### config.mk
export PLATFORM = sky130hd
export DESIGN_NAME = sprite_blitter_flat
export DESIGN_NICKNAME = d
export VERILOG_FILES = /design/src/rtl/sprite_pkg.sv /design/src/rtl/sprite_blitter_if.sv /design/src/rtl/sprite_blit_walker.sv /design/src/rtl/sprite_blitter.sv /design/src/flat_wrapper.sv
export SDC_FILE = /design/constraint.sdc
export NUM_CORES = 1
export LEC_CHECK = 0
export CAP_MARGIN = 20
export CORE_AREA = 2 2 110 112
export DETAILED_ROUTE_END_ITERATION = 6
export DIE_AREA = 0 0 112 114
export GPL_TIMING_DRIVEN = 0
export PLACE_DENSITY = 0.86
export SYNTH_ARGS = -nofsm -noshare
export SYNTH_HDL_FRONTEND = slang
export SYNTH_SLANG_ARGS = --single-unit
### constraint.sdc
create_clock -name sys_clock -period 7.46 [get_ports sys_clock]
set_input_delay 0.746 -clock sys_clock [delete_from_list [all_inputs] [get_ports sys_clock]]
set_output_delay 0.746 -clock sys_clock [all_outputs]
set_load 0.02 [all_outputs]
### src/rtl/sprite_pkg.sv
// Shared parameters, state encoding and queue-entry type for the sprite blitter.
package sprite_pkg;
  localparam int SPRITE_W      = 32;
  localparam int SPRITE_H      = 32;
  localparam int SPRITE_NUM    = 16;
  localparam int FB_W          = 320;
  localparam int FB_H          = 240;
  localparam int SPRITE_ADDR_W = $clog2(SPRITE_NUM * SPRITE_W * SPRITE_H);
  localparam int FB_ADDR_W     = $clog2(FB_W * FB_H);
  localparam int ID_W          = $clog2(SPRITE_NUM);
  localparam int SX_W          = $clog2(SPRITE_W);
  localparam int SY_W          = $clog2(SPRITE_H);
  // Destination coordinates: 16-bit origin plus up to 255*32 pixels of span.
  localparam int POS_W         = 17;
  // Signed row base dy*FB_W over the full reachable dy range.
  localparam int ROW_W         = 26;

  typedef enum logic [2:0] {
    IDLE,
    CHECK,
    LOAD,
    FETCH,
    WRITE
  } blit_state_t;

  typedef struct packed {
    logic [ID_W-1:0] id;
    logic [15:0]     x;
    logic [15:0]     y;
    logic [7:0]      scale;
  } blit_entry_t;

  // A replication factor of zero behaves as one.
  function automatic logic [7:0] fix_scale(input logic [7:0] s);
    return (s == 8'd0) ? 8'd1 : s;
  endfunction
endpackage

### src/rtl/sprite_blitter_if.sv
// Draw-queue, sprite-storage and framebuffer signals of the sprite blitter.
interface sprite_blitter_if;
  import sprite_pkg::*;

  logic                     frame_start;
  logic                     is_empty;
  logic [7:0]               sprite_id;
  logic [15:0]              sprite_x;
  logic [15:0]              sprite_y;
  logic [7:0]               sprite_scale;
  logic                     dequeue;
  logic                     sprite_r_en;
  logic [SPRITE_ADDR_W-1:0] sprite_r_addr;
  logic [3:0]               sprite_r_data;
  logic                     fb_w_en;
  logic [FB_ADDR_W-1:0]     fb_w_addr;
  logic [3:0]               fb_w_data;
  logic                     fb_ready;
  logic                     busy;
  logic                     frame_done;
  logic                     overrun;

  modport master (
    input  frame_start, is_empty, sprite_id, sprite_x, sprite_y, sprite_scale,
           sprite_r_data, fb_ready,
    output dequeue, sprite_r_en, sprite_r_addr, fb_w_en, fb_w_addr, fb_w_data,
           busy, frame_done, overrun
  );

  modport slave (
    output frame_start, is_empty, sprite_id, sprite_x, sprite_y, sprite_scale,
           sprite_r_data, fb_ready,
    input  dequeue, sprite_r_en, sprite_r_addr, fb_w_en, fb_w_addr, fb_w_data,
           busy, frame_done, overrun
  );
endinterface

### src/rtl/sprite_blit_walker.sv
// Source/destination pixel walker: counters, clip test and address generation.
module sprite_blit_walker
  import sprite_pkg::*;
(
  input  logic                     clk,
  input  logic                     rst_n,
  input  logic                     load,
  input  blit_entry_t              entry,
  input  logic                     step,
  output logic                     visible,
  output logic                     last,
  output logic [SPRITE_ADDR_W-1:0] sprite_addr,
  output logic [FB_ADDR_W-1:0]     fb_addr
);
  blit_entry_t             cur;
  logic [SX_W-1:0]         sx;
  logic [SY_W-1:0]         sy;
  logic [7:0]              rx;
  logic [7:0]              ry;
  logic signed [POS_W-1:0] dx;
  logic signed [POS_W-1:0] dy;
  logic signed [POS_W-1:0] x_ext;
  logic signed [ROW_W-1:0] y_row;
  logic signed [ROW_W-1:0] row_base;
  logic                    rx_wrap;
  logic                    ry_wrap;
  logic                    sx_wrap;

  assign x_ext   = {cur.x[15], cur.x};
  assign y_row   = {{(ROW_W-16){entry.y[15]}}, entry.y};
  assign rx_wrap = (rx == cur.scale - 8'd1);
  assign ry_wrap = (ry == cur.scale - 8'd1);
  assign sx_wrap = &sx;

  assign visible = (dx >= 0) && (dx < POS_W'(FB_W)) && (dy >= 0) && (dy < POS_W'(FB_H));
  assign last    = sx_wrap && (&sy) && rx_wrap && ry_wrap;

  // Sprite dimensions are powers of two, so the storage address is a plain concatenation.
  assign sprite_addr = {cur.id, sy, sx};
  assign fb_addr     = FB_ADDR_W'(row_base) + FB_ADDR_W'(dx);

  // Latch a new entry on load; otherwise walk one destination pixel per step, row-major.
  always_ff @(posedge clk or negedge rst_n) begin
    if (!rst_n) begin
      cur      <= '0;
      sx       <= '0;
      sy       <= '0;
      rx       <= '0;
      ry       <= '0;
      dx       <= '0;
      dy       <= '0;
      row_base <= '0;
    end else if (load) begin
      cur      <= entry;
      sx       <= '0;
      sy       <= '0;
      rx       <= '0;
      ry       <= '0;
      dx       <= {entry.x[15], entry.x};
      dy       <= {entry.y[15], entry.y};
      // y*320 as a constant shift-add, only once per sprite.
      row_base <= (y_row <<< 8) + (y_row <<< 6);
    end else if (step) begin
      if (!rx_wrap) begin
        rx <= rx + 8'd1;
        dx <= dx + 17'sd1;
      end else begin
        rx <= '0;
        if (!sx_wrap) begin
          sx <= sx + SX_W'(1);
          dx <= dx + 17'sd1;
        end else begin
          sx       <= '0;
          dx       <= x_ext;
          dy       <= dy + 17'sd1;
          row_base <= row_base + ROW_W'(FB_W);
          if (!ry_wrap) begin
            ry <= ry + 8'd1;
          end else begin
            ry <= '0;
            sy <= sy + SY_W'(1);
          end
        end
      end
    end
  end
endmodule

### src/rtl/sprite_blitter.sv
// Frame sequencer: drains the draw queue and blits each sprite into the framebuffer.
// Optional feature macro: SPRITE_BLIT_TRANSPARENCY_EN (colour index 0 is not written).
//
// state | meaning
// IDLE  | waiting for frame_start
// CHECK | test the draw queue; empty ends the frame
// LOAD  | latch the head entry and pop it
// FETCH | clip test; visible pixels issue a storage read
// WRITE | present the pixel to the framebuffer until accepted
module sprite_blitter
  import sprite_pkg::*;
(
  input logic              sys_clock,
  input logic              sys_rst_n,
  sprite_blitter_if.master bus
);
  blit_state_t state;
  blit_state_t state_nxt;
  blit_entry_t entry;
  logic        load;
  logic        step;
  logic        visible;
  logic        last;
  logic        dequeue;
  logic        r_en;
  logic        w_en;
  logic        done;
  logic        unused_id_bits;

  assign entry = '{id:    bus.sprite_id[ID_W-1:0],
                   x:     bus.sprite_x,
                   y:     bus.sprite_y,
                   scale: fix_scale(bus.sprite_scale)};
  assign unused_id_bits = &{1'b0, bus.sprite_id[7:ID_W]};

  sprite_blit_walker u_walker (
    .clk         (sys_clock),
    .rst_n       (sys_rst_n),
    .load        (load),
    .entry       (entry),
    .step        (step),
    .visible     (visible),
    .last        (last),
    .sprite_addr (bus.sprite_r_addr),
    .fb_addr     (bus.fb_w_addr)
  );

  // State register.
  always_ff @(posedge sys_clock or negedge sys_rst_n) begin
    if (!sys_rst_n) state <= IDLE;
    else            state <= state_nxt;
  end

  // Next-state and control outputs; any completed pixel advances the walker.
  always_comb begin
    state_nxt = state;
    load      = 1'b0;
    step      = 1'b0;
    dequeue   = 1'b0;
    r_en      = 1'b0;
    w_en      = 1'b0;
    done      = 1'b0;
    unique case (state)
      IDLE:  if (bus.frame_start) state_nxt = CHECK;
      CHECK: begin
        if (bus.is_empty) begin
          done      = 1'b1;
          state_nxt = IDLE;
        end else begin
          state_nxt = LOAD;
        end
      end
      LOAD: begin
        load      = 1'b1;
        dequeue   = 1'b1;
        state_nxt = FETCH;
      end
      FETCH: begin
        if (visible) begin
          r_en      = 1'b1;
          state_nxt = WRITE;
        end else begin
          step = 1'b1;
        end
      end
      WRITE: begin
`ifdef SPRITE_BLIT_TRANSPARENCY_EN
        if (bus.sprite_r_data == 4'd0) begin
          step = 1'b1;
        end else begin
          w_en = 1'b1;
          step = bus.fb_ready;
        end
`else
        w_en = 1'b1;
        step = bus.fb_ready;
`endif
      end
      default: state_nxt = IDLE;
    endcase
    if (step) state_nxt = last ? CHECK : FETCH;
  end

  assign bus.dequeue     = dequeue;
  assign bus.sprite_r_en = r_en;
  assign bus.fb_w_en     = w_en;
  assign bus.fb_w_data   = (state == WRITE) ? bus.sprite_r_data : 4'd0;
  assign bus.busy        = (state != IDLE);
  assign bus.frame_done  = done;
  assign bus.overrun     = bus.frame_start && (state != IDLE);
endmodule

### src/flat_wrapper.sv
// flat-port wrapper written by rule: the top's interface ports become plain ports
module sprite_blitter_flat import sprite_pkg::*;
  (sys_clock, sys_rst_n, bus_frame_start, bus_is_empty, bus_sprite_id, bus_sprite_x, bus_sprite_y, bus_sprite_scale, bus_sprite_r_data, bus_fb_ready, bus_dequeue, bus_sprite_r_en, bus_sprite_r_addr, bus_fb_w_en, bus_fb_w_addr, bus_fb_w_data, bus_busy, bus_frame_done, bus_overrun);
  sprite_blitter_if bus_i ();
  input logic sys_clock;
  input logic sys_rst_n;
  input wire logic [$bits(bus_i.frame_start)-1:0] bus_frame_start;
  input wire logic [$bits(bus_i.is_empty)-1:0] bus_is_empty;
  input wire logic [$bits(bus_i.sprite_id)-1:0] bus_sprite_id;
  input wire logic [$bits(bus_i.sprite_x)-1:0] bus_sprite_x;
  input wire logic [$bits(bus_i.sprite_y)-1:0] bus_sprite_y;
  input wire logic [$bits(bus_i.sprite_scale)-1:0] bus_sprite_scale;
  input wire logic [$bits(bus_i.sprite_r_data)-1:0] bus_sprite_r_data;
  input wire logic [$bits(bus_i.fb_ready)-1:0] bus_fb_ready;
  output wire logic [$bits(bus_i.dequeue)-1:0] bus_dequeue;
  output wire logic [$bits(bus_i.sprite_r_en)-1:0] bus_sprite_r_en;
  output wire logic [$bits(bus_i.sprite_r_addr)-1:0] bus_sprite_r_addr;
  output wire logic [$bits(bus_i.fb_w_en)-1:0] bus_fb_w_en;
  output wire logic [$bits(bus_i.fb_w_addr)-1:0] bus_fb_w_addr;
  output wire logic [$bits(bus_i.fb_w_data)-1:0] bus_fb_w_data;
  output wire logic [$bits(bus_i.busy)-1:0] bus_busy;
  output wire logic [$bits(bus_i.frame_done)-1:0] bus_frame_done;
  output wire logic [$bits(bus_i.overrun)-1:0] bus_overrun;
  assign bus_i.frame_start = bus_frame_start;
  assign bus_i.is_empty = bus_is_empty;
  assign bus_i.sprite_id = bus_sprite_id;
  assign bus_i.sprite_x = bus_sprite_x;
  assign bus_i.sprite_y = bus_sprite_y;
  assign bus_i.sprite_scale = bus_sprite_scale;
  assign bus_i.sprite_r_data = bus_sprite_r_data;
  assign bus_i.fb_ready = bus_fb_ready;
  assign bus_dequeue = bus_i.dequeue;
  assign bus_sprite_r_en = bus_i.sprite_r_en;
  assign bus_sprite_r_addr = bus_i.sprite_r_addr;
  assign bus_fb_w_en = bus_i.fb_w_en;
  assign bus_fb_w_addr = bus_i.fb_w_addr;
  assign bus_fb_w_data = bus_i.fb_w_data;
  assign bus_busy = bus_i.busy;
  assign bus_frame_done = bus_i.frame_done;
  assign bus_overrun = bus_i.overrun;
  sprite_blitter u_core (.sys_clock(sys_clock), .sys_rst_n(sys_rst_n), .bus(bus_i));
endmodule
==> results.tsv <==
stage	metric	value	unit
routing	WL met3	1.91	mm
yosys	post-synthesis instance total	811	
worst_setup_path	Max stage delay cell, worst path	clkdlybuf4s50_1	
worst_setup_path	WP data required	6710	ps
sta	RSZ-0062 raised after global routing	no	
worst_setup_path	CP max FO	8	
final_layout	ant diodes	0	
routing	DRC Markers	0	
routing	metal1 wirelength	8.14	mm
yosys	top_reg_cell synth	dfrtp_1	
sta	Worst-Margin Slew	954	ps
final_layout	area occupied by multi-input gates	3930	µm²
yosys	Syn Area/Cell	8.41	µm²
final_layout	Area Overhead vs Synth	21.0	%
final_layout	commonest non-fill, non-tap cell in the layout	nand2_1	
floorplan	Starting Density	58.2	%
clock_tree	CTS Sinks	102	
sta	crit share post-route	54.6	%
flow_run	max-cap violations	0	
yosys	Post-synth EDFFs	0	
clock_tree	post-CTS setup buffer count	0	
floorplan	Die W	112	µm
grt	gr usage total	32.6	%
sta	post-layout min period	4070	ps
clock_tree	post-CTS sizing	0	
floorplan	core area	11700	µm²
placement	IO buf count	93	
final_layout	finished layout cell area	8250	µm²
routing	Via-to-Cell Ratio	6.41	
grt	global-route wire length before repair	32.9	mm
clock_tree	clock root cell	clkbuf_16	
power	power per cell area	400	nW/µm²
placement	placed inst area	7960	µm²
floorplan	Rows	40	
yosys	Synth cell types	69	
clock_tree	CTS buffer count	9	
worst_hold_path	worst hold path type	primary input to async pin	
floorplan	Die H	114	µm
worst_setup_path	crit-path cells	ha_1, a21oi_1, o21bai_1, a21oi_1, o21ai_0, a211o_1, a21oi_1, xnor2_1, clkdlybuf4s50_1	
routing	antenna-violating nets left	0	
worst_setup_path	Worst Setup Start Kind	flop	
worst_setup_path	Crit path top cell by count	a21oi_1	
clock_tree	CTS max path bufs	2	
routing	highest metal used	met4	
worst_setup_path	Setup CP Type	flop to primary output	
routing	1st-iter DRT viols	890	
sta	Fin. Hold Viols	0	
yosys	Synth Register Bits	102	
routing	WL met2	9.50	mm
final_layout	area occupied by registers	2550	µm²
placement	placed cells	1052	
yosys	FFs w/ async S/R, synth	100	%
sta	Finish-stage setup viols	0	
clock_tree	later-pin clock latency in the skew report	370	ps
floorplan	Die ar.	12800	µm²
final_layout	layout cell share with drive strength beyond 1	4.67	%
grt	largest net degree at the start of global routing	71	
clock_tree	TritonCTS clock tree	built	
routing	wire per inst	19.2	µm
yosys	Synth Warn #	0	
grt	vias in the first global route	6490	
grt	initial antenna violation count	0	
worst_setup_path	crit path capture type	primary output	
sta	clk_skew	13.8	ps
sta	Slew HR	36.0	%
power	leakage dissipation	3.58	nW
routing	TritonRoute pass-1 iters	7	
clock_tree	hold buffers post-CTS	0	
sta	final slew viol count	0	
yosys	Cell Area, Synth	6820	µm²
placement	HPWL after detailed placement	14.5	mm
power	VDD IR max	0.548	mV
sta	fmax	0.245	GHz
routing	Post-Route WL	20.5	mm
placement	Placer Congestion	0.956	
final_layout	Nets	1003	
sta	total negative setup slack	0	ps
routing	vias post-DR	6843	
worst_setup_path	crit path DAT	3330	ps
yosys	Post-Syn Nets	898	
final_layout	Fillers	950	
final_layout	most frequent cells in the layout	150 x nand2_1, 102 x dfrtp_1, 92 x clkdlybuf4s50_1	
run_status	status	complete, no violations	
worst_setup_path	CP peak stage delay	620	ps
clock_tree	clk slew on worst S/H paths	80	ps
grt	grt total ovfl	0	
final_layout	Layout Cells excl Fill	1068	
yosys	sequential area share after synthesis	37.4	%
clock_tree	CTS H-tree depth	3	
floorplan	I/O pins	98	
==> metal layers <==
layer  track usage (%)  up-vias
li1                  -     3133
met1              41.9     3238
met2              52.1      384
met3              8.82       88
met4              14.5        0
met5                 0        -
==> registers in the layout (all words and copies together) (netlist names), 5 cells and up <==
register,count
u_core.u_walker.cur,24
u_core.u_walker.dx,17
u_core.u_walker.dy,17
u_core.u_walker.row_base,11
u_core.u_walker.rx,8
u_core.u_walker.ry,8
u_core.u_walker.sx,5
u_core.u_walker.sy,5
==> metrics by stage <==
stage / hold WS [ps] / util (%) / setup slack [ps] / power (mW)
after global routing: 374 / 70.4 / 3160 / 3.50
after floorplan: 440 / - / 4470 / 2.15
after global placement: 457 / 67.7 / 1680 / 2.74
after CTS: 350 / 70.4 / 3360 / 3.28
after detailed placement: 464 / 67.9 / 3770 / 2.78
final: 338 / 70.4 / 3390 / 3.30
==> final cells by class <==
class | count | share of cell area [%]
buffer | 56 | 3.05
clock buffer | 10 | 2.90
clock inverter | 6 | 0.637
inverter | 23 | 1.05
multi-input combinational | 630 | 47.6
sequential | 102 | 30.9
tap | 147 | 2.23
timing repair buffer | 94 | 11.6
==> synthesized netlist by cell type, types with 9 or more instances <==
library cell / count / share of area [%]
a21oi_1: 21 / 1.5
a22oi_1: 17 / 1.9
a31oi_1: 13 / 1.2
and2_1: 11 / 1.0
and3_1: 17 / 1.6
buf_4: 9 / 0.99
clkbuf_1: 35 / 1.9
dfrtp_1: 102 / 37
ha_1: 29 / 5.3
inv_1: 22 / 1.2
mux2i_1: 16 / 2.3
nand2_1: 150 / 8.3
nand2b_1: 9 / 0.83
nand3_1: 50 / 3.7
nand4_1: 17 / 1.6
nor2_1: 41 / 2.3
nor3_1: 18 / 1.3
o21ai_0: 58 / 4.3
xnor2_1: 21 / 2.7
xor2_1: 23 / 3.0
==> kinds of logic (layout without fill, tap and decap cells) <==
logic type | Yosys count | after routing | share of synthesized area (%)
compound gates | 179 | 179 | 17.8
mux | 20 | 20 | 3.01
fa+ha+maj | 30 | 30 | 5.62
simple gates | 356 | 356 | 25.2
flops | 102 | 102 | 37.4
buf+inv | 79 | 189 | 4.96
xor+xnor | 45 | 45 | 5.98
==> power by group <==
| part | leakage [nW] | internal [mW] | switching (mW) |
|---|---|---|---|
| Clock | 0.138 | 0.241 | 0.239 |
| Combinational | 2.21 | 0.809 | 0.932 |
| Sequential | 1.24 | 0.780 | 0.296 |
| Total | 3.58 | 1.83 | 1.47 |
==> critical path, delay by kind of cell (launching register included) <==
kind	cells	cell delay (ps)
buffers and inverters	1	620
DFF	1	470
xor gates and xnor gates	1	130
AOI/OAI and AO/OA	6	1400
adders and majority gates	1	350
==> worst paths after layout <==
kind / endpoint / start / slack [ps] / depth (start not counted)
min in group sys_clock: u_core.u_walker.sprite_addr[11]$_DFFE_PN0P_ / u_core.u_walker.sprite_addr[11]$_DFFE_PN0P_ / 480 / 2
hold / removal: u_core.u_walker.ry[1]$_DFFE_PN0P_ / sys_rst_n / 340 / 1
hold reg to reg: u_core.u_walker.sprite_addr[11]$_DFFE_PN0P_ / u_core.u_walker.sprite_addr[11]$_DFFE_PN0P_ / 480 / 2
setup reg to reg: u_core.u_walker.row_base[8]$_DFFE_PN0P_ / u_core.u_walker.dx[7]$_DFFE_PN0P_ / 3560 / 9
max in group asynchronous: u_core.u_walker.dy[14]$_DFFE_PN0P_ / sys_rst_n / 6420 / 2
setup / recovery: bus_fb_w_addr[16] / u_core.u_walker.dx[7]$_DFFE_PN0P_ / 3390 / 9
No activity file was read; power rests on OpenSTA's default activity.
